[config.mk]
export PLATFORM = sky130hd
export DESIGN_NAME = ts_word_aligner
export DESIGN_NICKNAME = d
export VERILOG_FILES = /design/src/rtl/ts_word_aligner_pkg.sv /design/src/rtl/ts_word_aligner_sat_counter.sv /design/src/rtl/ts_word_aligner.sv
export SDC_FILE = /design/constraint.sdc
export NUM_CORES = 1
export LEC_CHECK = 0
export ABC_CLOCK_PERIOD_IN_PS = 2550
export CORE_MARGIN = 4
export CORE_UTILIZATION = 33
export DETAILED_ROUTE_END_ITERATION = 8
export GPL_ROUTABILITY_DRIVEN = 0
export PLACE_DENSITY = 0.63
export SKIP_CTS_REPAIR_TIMING = 1
export SLEW_MARGIN = 20
export SYNTH_ARGS = -nofsm -noshare
export SYNTH_HDL_FRONTEND = slang
export SYNTH_SLANG_ARGS = --single-unit
[constraint.sdc]
create_clock -name CLK -period 2.55 [get_ports CLK]
set_clock_uncertainty 0.05 [all_clocks]
set_input_delay 0.51 -clock CLK [delete_from_list [all_inputs] [get_ports CLK]]
set_output_delay 0.51 -clock CLK [all_outputs]
set_load 0.01 [all_outputs]
[src/rtl/ts_word_aligner_pkg.sv]
// Shared types and word-format constants for the timestamp word aligner.
// Used by ts_word_aligner and its testbench-facing build option TS_MONOTONIC_CHECK_EN.
package ts_word_aligner_pkg;

    typedef enum logic [1:0] {
        WAIT1 = 2'd0,
        WAIT2 = 2'd1,
        WAIT3 = 2'd2
    } state_t;

    localparam logic [3:0] IDX_LO  = 4'd1;
    localparam logic [3:0] IDX_MID = 4'd2;
    localparam logic [3:0] IDX_HI  = 4'd3;

    localparam int ID_MSB      = 31;
    localparam int ID_LSB      = 28;
    localparam int IDX_MSB     = 27;
    localparam int IDX_LSB     = 24;
    localparam int PAYLOAD_MSB = 23;
    localparam int PAYLOAD_LSB = 0;
    localparam int PAYLOAD_W   = PAYLOAD_MSB - PAYLOAD_LSB + 1;

    // Index the next in-order word must carry while in state s.
    function automatic logic [3:0] expected_idx(input state_t s);
        // NOTE: the default arm keeps the unused encoding defined; an incomplete case is how latches sneak in.
        case (s)
            WAIT1:   return IDX_LO;
            WAIT2:   return IDX_MID;
            WAIT3:   return IDX_HI;
            default: return IDX_LO;
        endcase
    endfunction

endpackage

[src/rtl/ts_word_aligner_sat_counter.sv]
// Saturating up-counter with asynchronous active-low clear; sticks at all-ones.
module sat_counter #(
    parameter int WIDTH = 16
) (
    input  logic             CLK,
    input  logic             clr_n,
    input  logic             inc,
    output logic [WIDTH-1:0] count
);

    localparam logic [WIDTH-1:0] ONE = WIDTH'(1);

    // NOTE: sequential state is written with <= only so every register samples pre-edge values.
    always_ff @(posedge CLK or negedge clr_n) begin
        if (!clr_n) begin
            count <= '0;
        end else if (inc && (count != '1)) begin
            count <= count + ONE;
        end
    end

endmodule

[src/rtl/ts_word_aligner.sv]
// Pops tagged 32-bit words, reassembles 3-word events into 64-bit timestamps on a valid/ready stream.
// Define TS_MONOTONIC_CHECK_EN to drop events whose timestamp does not strictly increase.
module ts_word_aligner
    import ts_word_aligner_pkg::*;
#(
    parameter logic [3:0] IDENTIFIER    = 4'b0101,
    parameter int         ERR_CNT_WIDTH = 16
) (
    input  logic                     CLK,
    input  logic                     RST_N,
    input  logic                     FIFO_EMPTY,
    input  logic [31:0]              FIFO_DATA,
    output logic                     FIFO_READ,
    output logic                     TS_VALID,
    input  logic                     TS_READY,
    output logic [63:0]              TS_DATA,
    output logic [ERR_CNT_WIDTH-1:0] EVENT_COUNT,
    output logic [ERR_CNT_WIDTH-1:0] ERR_COUNT
);

    state_t                 state;
    logic [PAYLOAD_W-1:0]   p1;
    logic [PAYLOAD_W-1:0]   p2;

    logic [3:0]             w_id;
    logic [3:0]             w_idx;
    logic [PAYLOAD_W-1:0]   w_pay;
    logic [63:0]            assembled;
    logic                   stall;
    logic                   pop;
    logic                   id_ok;
    logic                   idx_ok;
    logic                   restart;
    logic                   complete;
    logic                   emit;
    logic                   drop;
    logic                   err_inc;

    assign w_id      = FIFO_DATA[ID_MSB:ID_LSB];
    assign w_idx     = FIFO_DATA[IDX_MSB:IDX_LSB];
    assign w_pay     = FIFO_DATA[PAYLOAD_MSB:PAYLOAD_LSB];
    assign assembled = {w_pay[15:0], p2, p1};

    // Only the final word of an event can overwrite the output, so that is the only pop ever held back.
    assign stall     = (state == WAIT3) && TS_VALID && !TS_READY;
    assign pop       = RST_N && !FIFO_EMPTY && !stall;
    assign FIFO_READ = pop;

    assign id_ok     = (w_id == IDENTIFIER);
    assign idx_ok    = id_ok && (w_idx == expected_idx(state));
    assign restart   = id_ok && !idx_ok && (w_idx == IDX_LO);
    assign complete  = pop && idx_ok && (state == WAIT3);

`ifdef TS_MONOTONIC_CHECK_EN
    logic [63:0] last_ts;
    logic        first_evt;

    assign emit = complete && (first_evt || (assembled > last_ts));
    assign drop = complete && !emit;

    always_ff @(posedge CLK or negedge RST_N) begin
        if (!RST_N) begin
            last_ts   <= '0;
            first_evt <= 1'b1;
        end else if (emit) begin
            last_ts   <= assembled;
            first_evt <= 1'b0;
        end
    end
`else
    assign emit = complete;
    assign drop = 1'b0;
`endif

    assign err_inc = (pop && !idx_ok) || drop;

    always_ff @(posedge CLK or negedge RST_N) begin
        if (!RST_N) begin
            state    <= WAIT1;
            p1       <= '0;
            p2       <= '0;
            TS_VALID <= 1'b0;
            TS_DATA  <= '0;
        end else begin
            // A load in the same cycle as an accept keeps TS_VALID high with fresh data.
            if (emit) begin
                TS_DATA  <= assembled;
                TS_VALID <= 1'b1;
            end else if (TS_VALID && TS_READY) begin
                TS_VALID <= 1'b0;
            end

            if (pop && id_ok) begin
                if (idx_ok) begin
                    case (state)
                        WAIT1: begin
                            p1    <= w_pay;
                            state <= WAIT2;
                        end
                        WAIT2: begin
                            p2    <= w_pay;
                            state <= WAIT3;
                        end
                        default: state <= WAIT1;
                    endcase
                end else if (restart) begin
                    p1    <= w_pay;
                    state <= WAIT2;
                end else begin
                    state <= WAIT1;
                end
            end
        end
    end

    sat_counter #(.WIDTH(ERR_CNT_WIDTH)) u_event_cnt (
        .CLK   (CLK),
        .clr_n (RST_N),
        .inc   (emit),
        .count (EVENT_COUNT)
    );

    sat_counter #(.WIDTH(ERR_CNT_WIDTH)) u_err_cnt (
        .CLK   (CLK),
        .clr_n (RST_N),
        .inc   (err_inc),
        .count (ERR_COUNT)
    );

endmodule

* Word-level counts from Yosys, hierarchy flattened
Cells that the tools add are included.
Widths: inputs -> output; s select.
** Storage, ports and cells
- Register bits :: 147
- Output and inout port bits :: 98
** Cells by class
- Muxes and demuxes :: 9
- Equal/unequal tests :: 8
- Add/sub/neg operators :: 2
- Reduce and logical (&&, ||, !) cells :: 23
** Operators by type and width (number)
- $mux 24 :: 3
- $add 16x1->16 const B :: 2
- $ne 16x16->1 const B :: 2
- $logic_and 1x1->1 :: 14
- $pmux 2 s2 :: 2
- $reduce_and 3->1 :: 2
- $eq 4x1->1 const B :: 1
- $eq 4x3->1 const B :: 1
- $eq 4x4->1 :: 1
- $logic_not 1->1 :: 4
- $reduce_bool 2->1 :: 2
- $mux 1 :: 3
- $eq 2x1->1 const B :: 1
- $eq 2x2->1 const B :: 1
- $logic_not 2->1 :: 1
- $mux 2 :: 1
- $ne 2x1->1 const B :: 1

* Longest topological paths before layout
Gate-level depths: netlist of run 1.
- Depth in word-level cells :: 9
- Gate-level depth with buffers :: 9
- Gate-level depth less buffers :: 7

* By module
From an unflattened synthesis of run 1, not the netlist that was laid out.
** Unflattened totals
- Cell total of the unflattened synthesis :: 417
- Area, all modules :: 6531.3 sq um
** Modules (own cells, without submodules)
- ts_word_aligner :: cells an instance 273, area an instance 4812.1 sq um, times used 1
- sat_counter :: cells an instance 72, area an instance 859.6 sq um, times used 2

* Worst setup path before layout of run 1
OpenSTA, ideal clock, no wires.
- Path kind :: register -> register
- From :: reg state[0]
- To :: reg p2[10]
- Setup slack :: 389 ps
- Clock period less this slack :: 2161 ps
- Data required time :: 2373 ps
- Cell stages (with the launch flop) :: 9
- Setup time :: 127 ps
- Data arrival time :: 1983 ps
- Path through :: dfrtp_1 inv_1 ha_1 xnor2_1 and4_4 and3_1 buf_4 buf_6 mux2_1
** Between the ends
- Word-level cells in the longest chain between the ends :: 7
** Ends and longest elaborated chain
- start: declaration :: line ts_word_aligner.sv:21 : state_t state;
- start signal: assignment :: line ts_word_aligner.sv:79 : state <= WAIT1;
- start signal: assignment :: line ts_word_aligner.sv:98 : state <= WAIT2;
- start signal: assignment :: line ts_word_aligner.sv:102 : state <= WAIT3;
- parallel branches: the longest is 6 deep, another holds $eq 4x4->1
- $reduce_and 3->1 (no line) *
- end signal: assignment :: line ts_word_aligner.sv:101 : p2 <= w_pay;
- end: declaration :: line ts_word_aligner.sv:23 : logic [PAYLOAD_W-1:0] p2;
Every way passes the cells marked *.
A chain may end at the register's enable or synchronous reset.

* Worst setup path in the final report of run 1
- From :: in FIFO_EMPTY
- To :: out FIFO_READ
** Between the ends
- Word-level cells in the longest chain between the ends :: 3
** Ends and longest elaborated chain
- start: declaration :: line ts_word_aligner.sv:11 : input logic FIFO_EMPTY,
- $logic_not 1->1 :: line ts_word_aligner.sv:46 : assign pop = RST_N && !FIFO_EMPTY && !stall;
- $logic_and 1x1->1 (2 in a row) :: line ts_word_aligner.sv:46
- end: declaration :: line ts_word_aligner.sv:13 : output logic FIFO_READ,
No other way between the ends.

==> flow_summary.json, run 1 <==
{
  "synth_seq_area_share": 0.615,
  "hpwl_um": 9350,
  "grt_overflow": 0,
  "syn_avg_cell_area_um2": 11.2,
  "clk-insertion-delay-late_ps": 410,
  "num-fill-cells": 1614,
  "cts.clk_slew.worst_paths_ps": 60,
  "cts_num_sinks": 147,
  "initial_core_util": 0.341,
  "rsz0062_at_grt": "no",
  "ys_ff_latch": 147,
  "grt_pass1_wl_um": 23100,
  "path_class": "input port to output pin",
  "clock_power_share": 0.477,
  "drt-initial-drc-count": 196,
  "htreeDepth": 4,
  "worst_slew_pin_slew_ps": 791,
  "numCtsBuffers": 17,
  "layout-drive-gt1-share": 0.124,
  "die_y_um": 143,
  "end_kind": "output pin",
  "p_sw_frac": 0.228,
  "grt_max_degree": 148,
  "finalNonFillerCells": 913,
  "setup_viol": 0,
  "drv_slew": 0,
  "fp.dieArea_um2": 20400,
  "cts_tree": "built",
  "areaGrowthSynthToFinish_pct": 37.6,
  "postLayoutCoreUtil": 0.470,
  "crit_fanout": 4,
  "critPathArrivalTime_ps": 1860,
  "vias": 4208,
  "tns_ps": 0,
  "synthCells": 536,
  "vias_per_cell": 4.61,
  "power.density_nw_per_um2": 655,
  "root_buffer": "clkbuf_16",
  "core_region_area_um2": 17500,
  "antenna_found_initial": 0,
  "routed_wl_um": 13700,
  "track_usage": 0.143,
  "period_share": 0.949,
  "num_rows": 48,
  "leakagePower_nw": 4.03,
  "max-vdd-ir-drop_v": 0.000440,
  "comb_power_share": 0.065,
  "min_period_ps": 2420,
  "synth_edf_count": 0,
  "synth_nets": 577,
  "placed_cells": 882,
  "synthArstFlopShare": 1.00,
  "drc": 0,
  "grt_pass1_vias": 4463,
  "max_cap_violations": 0,
  "worstPathRequired_ps": 1990,
  "fin_nets": 717,
  "synth_ff_type": "dfrtp_1",
  "fmax_mhz": 413,
  "dr.pass1.iters": 4,
  "hold_violations": 0,
  "p_sw_mw": 1.23,
  "ys_types": 38,
  "syn-cell-area_um2": 5990,
  "hold_path_class": "input port to async pin",
  "ant_nets": 0,
  "die-width_um": 143,
  "ioPinCount": 134,
  "yosys_warnings": 0,
  "seqPwrFrac": 0.458,
  "antenna_cells": 0,
  "wl_per_cell_um": 15.0,
  "outcome": "finished, final reports clean",
  "slew_headroom": 0.473,
  "p_int_mw": 4.17,
  "port_buffers": 133,
  "cts_buffer_depth": 2,
  "start_kind": "input port"
}
==> metal layers <==
layer | track usage | share of wire | up-vias
met5 | 0 | 0 | -
met4 | 0.0435 | 0.012 | 0
met3 | 0.0352 | 0.053 | 14
met2 | 0.226 | 0.48 | 100
met1 | 0.195 | 0.46 | 2069
li1 | - | - | 2025
==> registers in the layout, indices dropped and copies added, names as in the netlist <==
| signal | flops |
|---|---|
| TS_DATA | 64 |
| p1 | 24 |
| p2 | 24 |
| u_err_cnt.count | 16 |
| u_event_cnt.count | 16 |
| state | 2 |
| TS_VALID | 1 |
==> cell type report <==
| cell class | count | area [µm²] | area share |
|---|---|---|---|
| Timing Repair Buffer | 141 | 1460 | 0.177 |
| Clock inverter | 12 | 169 | 0.0205 |
| Clock buffer | 19 | 443 | 0.0538 |
| Sequential cell | 147 | 3680 | 0.447 |
| Multi-Input combinational cell | 362 | 2180 | 0.265 |
| Tap cell | 225 | 282 | 0.0342 |
| Inverter | 7 | 26.3 | 0.00319 |
==> cell usage in the layout, fill, tap and decap left out, types with 2 or more instances in the layout <==
cell type / Yosys / final
nand2_1: 206 / 206
dfrtp_1: 147 / 147
clkdlybuf4s50_1: 0 / 132
mux2_2: 31 / 31
mux2_1: 20 / 20
xnor2_1: 18 / 18
clkbuf_16: 0 / 17
nand3_1: 15 / 15
nand4_1: 10 / 10
nor2_1: 10 / 9
xor2_1: 9 / 9
inv_1: 6 / 6
and3_1: 5 / 5
ha_1: 5 / 5
inv_6: 0 / 5
buf_12: 0 / 5
nand2b_1: 5 / 4
a21o_1: 3 / 3
nor3_2: 3 / 3
bufinv_16: 0 / 3
buf_4: 3 / 3
nor2b_1: 2 / 2
and4_1: 2 / 2
a21oi_1: 2 / 2
nor3_1: 2 / 2
clkinvlp_4: 0 / 2
==> kinds of logic (layout without fill, tap and decap cells) <==
group / Yosys count / count (layout) / share of synthesized area
mux: 52 / 52 / 0.0976
flops: 147 / 147 / 0.615
xor+xnor: 28 / 28 / 0.0422
fa+ha+maj: 5 / 5 / 0.0105
compound gates: 12 / 12 / 0.0207
simple gates: 265 / 265 / 0.191
buf+inv: 27 / 179 / 0.0238
==> worst paths after layout <==
| check | startpoint | endpoint | slack [ps] | cells past startpoint |
|---|---|---|---|---|
| max in group asynchronous | RST_N | p2[19] | 1670 | 2 |
| min in group CLK | p2[9] | TS_DATA[33] | 400 | 2 |
| worst max register to register | state[1] | p2[23] | 250 | 7 |
| worst min register to register | p2[9] | TS_DATA[33] | 400 | 2 |
| worst max-delay path | FIFO_EMPTY | FIFO_READ | 130 | 5 |
| worst min-delay path | RST_N | u_err_cnt.count[11] | 180 | 2 |
==> through the flow <==
step	cell area (µm²)	setup slack, ps	hold WS [ps]	total power [mW]
global route	8240	43.1	249	5.60
global placement	7620	72.4	393	2.86
finish	8240	131	182	5.39
CTS	8240	105	223	5.48
detailed placement	7620	24.1	393	2.87
floorplan	5990	389	164	2.61
==> power by group through the flow <==
stage,clock network (mW),logic (mW),registers (mW)
final,2.57,0.351,2.47
after global routing,2.74,0.383,2.48
after CTS,2.64,0.362,2.47
after detailed placement,0,0.360,2.51
after global placement,0,0.348,2.51
after floorplan,0,0.0895,2.52
==> Yosys cell counts (2+ instances only) <==
cell	number	area, µm²
nand4_1	10	62.6
ha_1	5	62.6
mux2_1	20	225
dfrtp_1	147	3680
clkbuf_1	3	11.3
buf_4	3	22.5
nor2b_1	2	12.5
nor2_1	10	37.5
and3_1	5	31.3
nand2b_1	5	31.3
xnor2_1	18	158
and4_1	2	17.5
nand3_1	15	75.1
nand2_1	206	773
nor3_2	3	30.0
nor3_1	2	10.0
buf_2	12	60.1
inv_1	6	22.5
a21o_1	3	22.5
mux2_2	31	349
xor2_1	9	78.8
a21oi_1	2	10.0
buf_6	2	22.5
==> worst max-delay path: stages <==
cell and delay, ps:
clkdlybuf4s50_1 400, nand2b_1 150, a21o_1 180, inv_2 80
clkdlybuf4s50_1 540
(Power assumes the default switching activity.)
==> run 2, diff against run 1 <==
--- a/config.mk
+++ b/config.mk
@@ -5,7 +5,6 @@
 export SDC_FILE = /design/constraint.sdc
 export NUM_CORES = 1
 export LEC_CHECK = 0
-export ABC_CLOCK_PERIOD_IN_PS = 2550
 export CORE_MARGIN = 4
 export CORE_UTILIZATION = 33
 export DETAILED_ROUTE_END_ITERATION = 8
==> constraint.sdc (replaced) <==
create_clock -name CLK -period 2.4 [get_ports CLK]
set_clock_uncertainty 0.05 [all_clocks]
set_input_delay 0.48 -clock CLK [delete_from_list [all_inputs] [get_ports CLK]]
set_output_delay 0.48 -clock CLK [all_outputs]
set_load 0.01 [all_outputs]
==> flow_summary.json, run 2 (synthesized netlist as in run 1, its figures left out) <==
{
  "rsz0062_at_grt": "no",
  "grt_pass1_vias": 4579,
  "cts_buffer_depth": 2,
  "p_sw_mw": 1.36,
  "initial_core_util": 0.341,
  "clk-insertion-delay-late_ps": 410,
  "seqPwrFrac": 0.462,
  "mostFrequentLayoutCell": "nand2_1",
  "drt-initial-drc-count": 208,
  "period_share": 0.926,
  "cts.clk_slew.worst_paths_ps": 60,
  "clock_power_share": 0.472,
  "hold_violations": 0,
  "p_int_mw": 4.34,
  "leakagePower_nw": 4.11,
  "hpwl_um": 9450,
  "vias_per_cell": 4.70,
  "cts_num_sinks": 147,
  "track_usage": 0.145,
  "ant_nets": 0,
  "layout_common_cells": "nand2_1, dfrtp_1, clkdlybuf4s50_1",
  "worst_slew_pin_slew_ps": 779,
  "critical_path_buf_inv_count": 2,
  "hold_path_class": "input port to async pin",
  "top_regs": "TS_DATA (64), p1 (24), p2 (24)",
  "tns_ps": 0,
  "crit_fanout": 25,
  "power.density_nw_per_um2": 683,
  "drv_slew": 0,
  "grt_pass1_wl_um": 23600,
  "wl_per_cell_um": 15.2,
  "start_kind": "register",
  "outcome": "finished, final reports clean",
  "fp.dieArea_um2": 20400,
  "num_rows": 48,
  "htreeDepth": 4,
  "comb_power_share": 0.066,
  "setup_ws_ps": 177,
  "ioPinCount": 134,
  "regMostFlops": "TS_DATA",
  "place_ws_ps": -66.2,
  "routed_wl_um": 14000,
  "path_class": "register to register",
  "min_period_ps": 2220,
  "antenna_found_initial": 0,
  "port_buffers": 133,
  "die-width_um": 143,
  "end_kind": "register",
  "fmax_mhz": 450,
  "cpPeakStageDelay_ps": 370,
  "postLayoutCoreUtil": 0.475,
  "areaGrowthSynthToFinish_pct": 39.3,
  "slew_headroom": 0.481,
  "max_cap_violations": 0,
  "vias": 4347,
  "root_buffer": "clkbuf_16",
  "core_region_area_um2": 17500,
  "die_y_um": 143,
  "crit_chain": "inv_1 > ha_1 > xnor2_2 > and4_4 > and3_1 > buf_12 > mux2_2",
  "antenna_cells": 0,
  "numCtsBuffers": 17,
  "grt_max_degree": 148,
  "largest_reg_flops": 64,
  "critPathArrivalTime_ps": 2470,
  "fin_nets": 728,
  "cts_tree": "built",
  "setup_viol": 0,
  "cpMaxStageDelayCell": "dfrtp_1",
  "max-vdd-ir-drop_v": 0.000441,
  "grt_overflow": 0,
  "p_sw_frac": 0.238,
  "dr.pass1.iters": 4,
  "worstPathRequired_ps": 2640,
  "crit_family": "simple AND/OR/NAND/NOR gates",
  "layout-drive-gt1-share": 0.141,
  "drc": 0
}
[run 2: final cells by class]
type / count / area [µm²]
Fill cell: 1657 / 9200
Clock inverter: 14 / 169
Clock buffer: 18 / 439
Multi-Input combinational cell: 362 / 2190
Sequential cell: 147 / 3680
Tap cell: 225 / 282
Timing Repair Buffer: 152 / 1550
Inverter: 7 / 26.3
[run 2: power by group through the flow]
stage,Combinational [mW],Sequential (mW),Clock [mW]
floorplan,0.0951,2.67,0
global placement,0.373,2.67,0
detailed placement,0.384,2.67,0
CTS,0.387,2.63,2.75
global route,0.416,2.64,2.87
finish,0.378,2.63,2.69
[run 2: path summary, 6_finish.rpt]
check	cells past startpoint	startpoint	to	slack [ps]
setup / recovery	7	state[0]	p2[23]	180
hold reg to reg	2	p2[8]	TS_DATA[32]	410
setup reg to reg	7	state[0]	p2[23]	180
hold / removal	2	RST_N	u_err_cnt.count[10]	160
min in group CLK	2	p2[8]	TS_DATA[32]	410
max in group asynchronous	2	RST_N	TS_DATA[48]	1580
[run 2: per-layer routing]
metal  GRT usage  share of wire  up-vias
met1       0.197           0.47     2176
met3      0.0322          0.044       13
li1            -              -     2057
met4      0.0500          0.011        0
met5           0              0        -
met2       0.231           0.48      101
[run 2: stage by stage]
| step | total power, mW | hold WS, ps | cell area [µm²] | std cells |
|---|---|---|---|---|
| after floorplan | 2.77 | 134 | 5990 | 536 |
| after global placement | 3.05 | 393 | 7720 | 893 |
| after detailed placement | 3.06 | 399 | 7720 | 893 |
| after CTS | 5.77 | 193 | 8330 | 925 |
| after global routing | 5.93 | 228 | 8340 | 925 |
| final | 5.69 | 161 | 8340 | 925 |
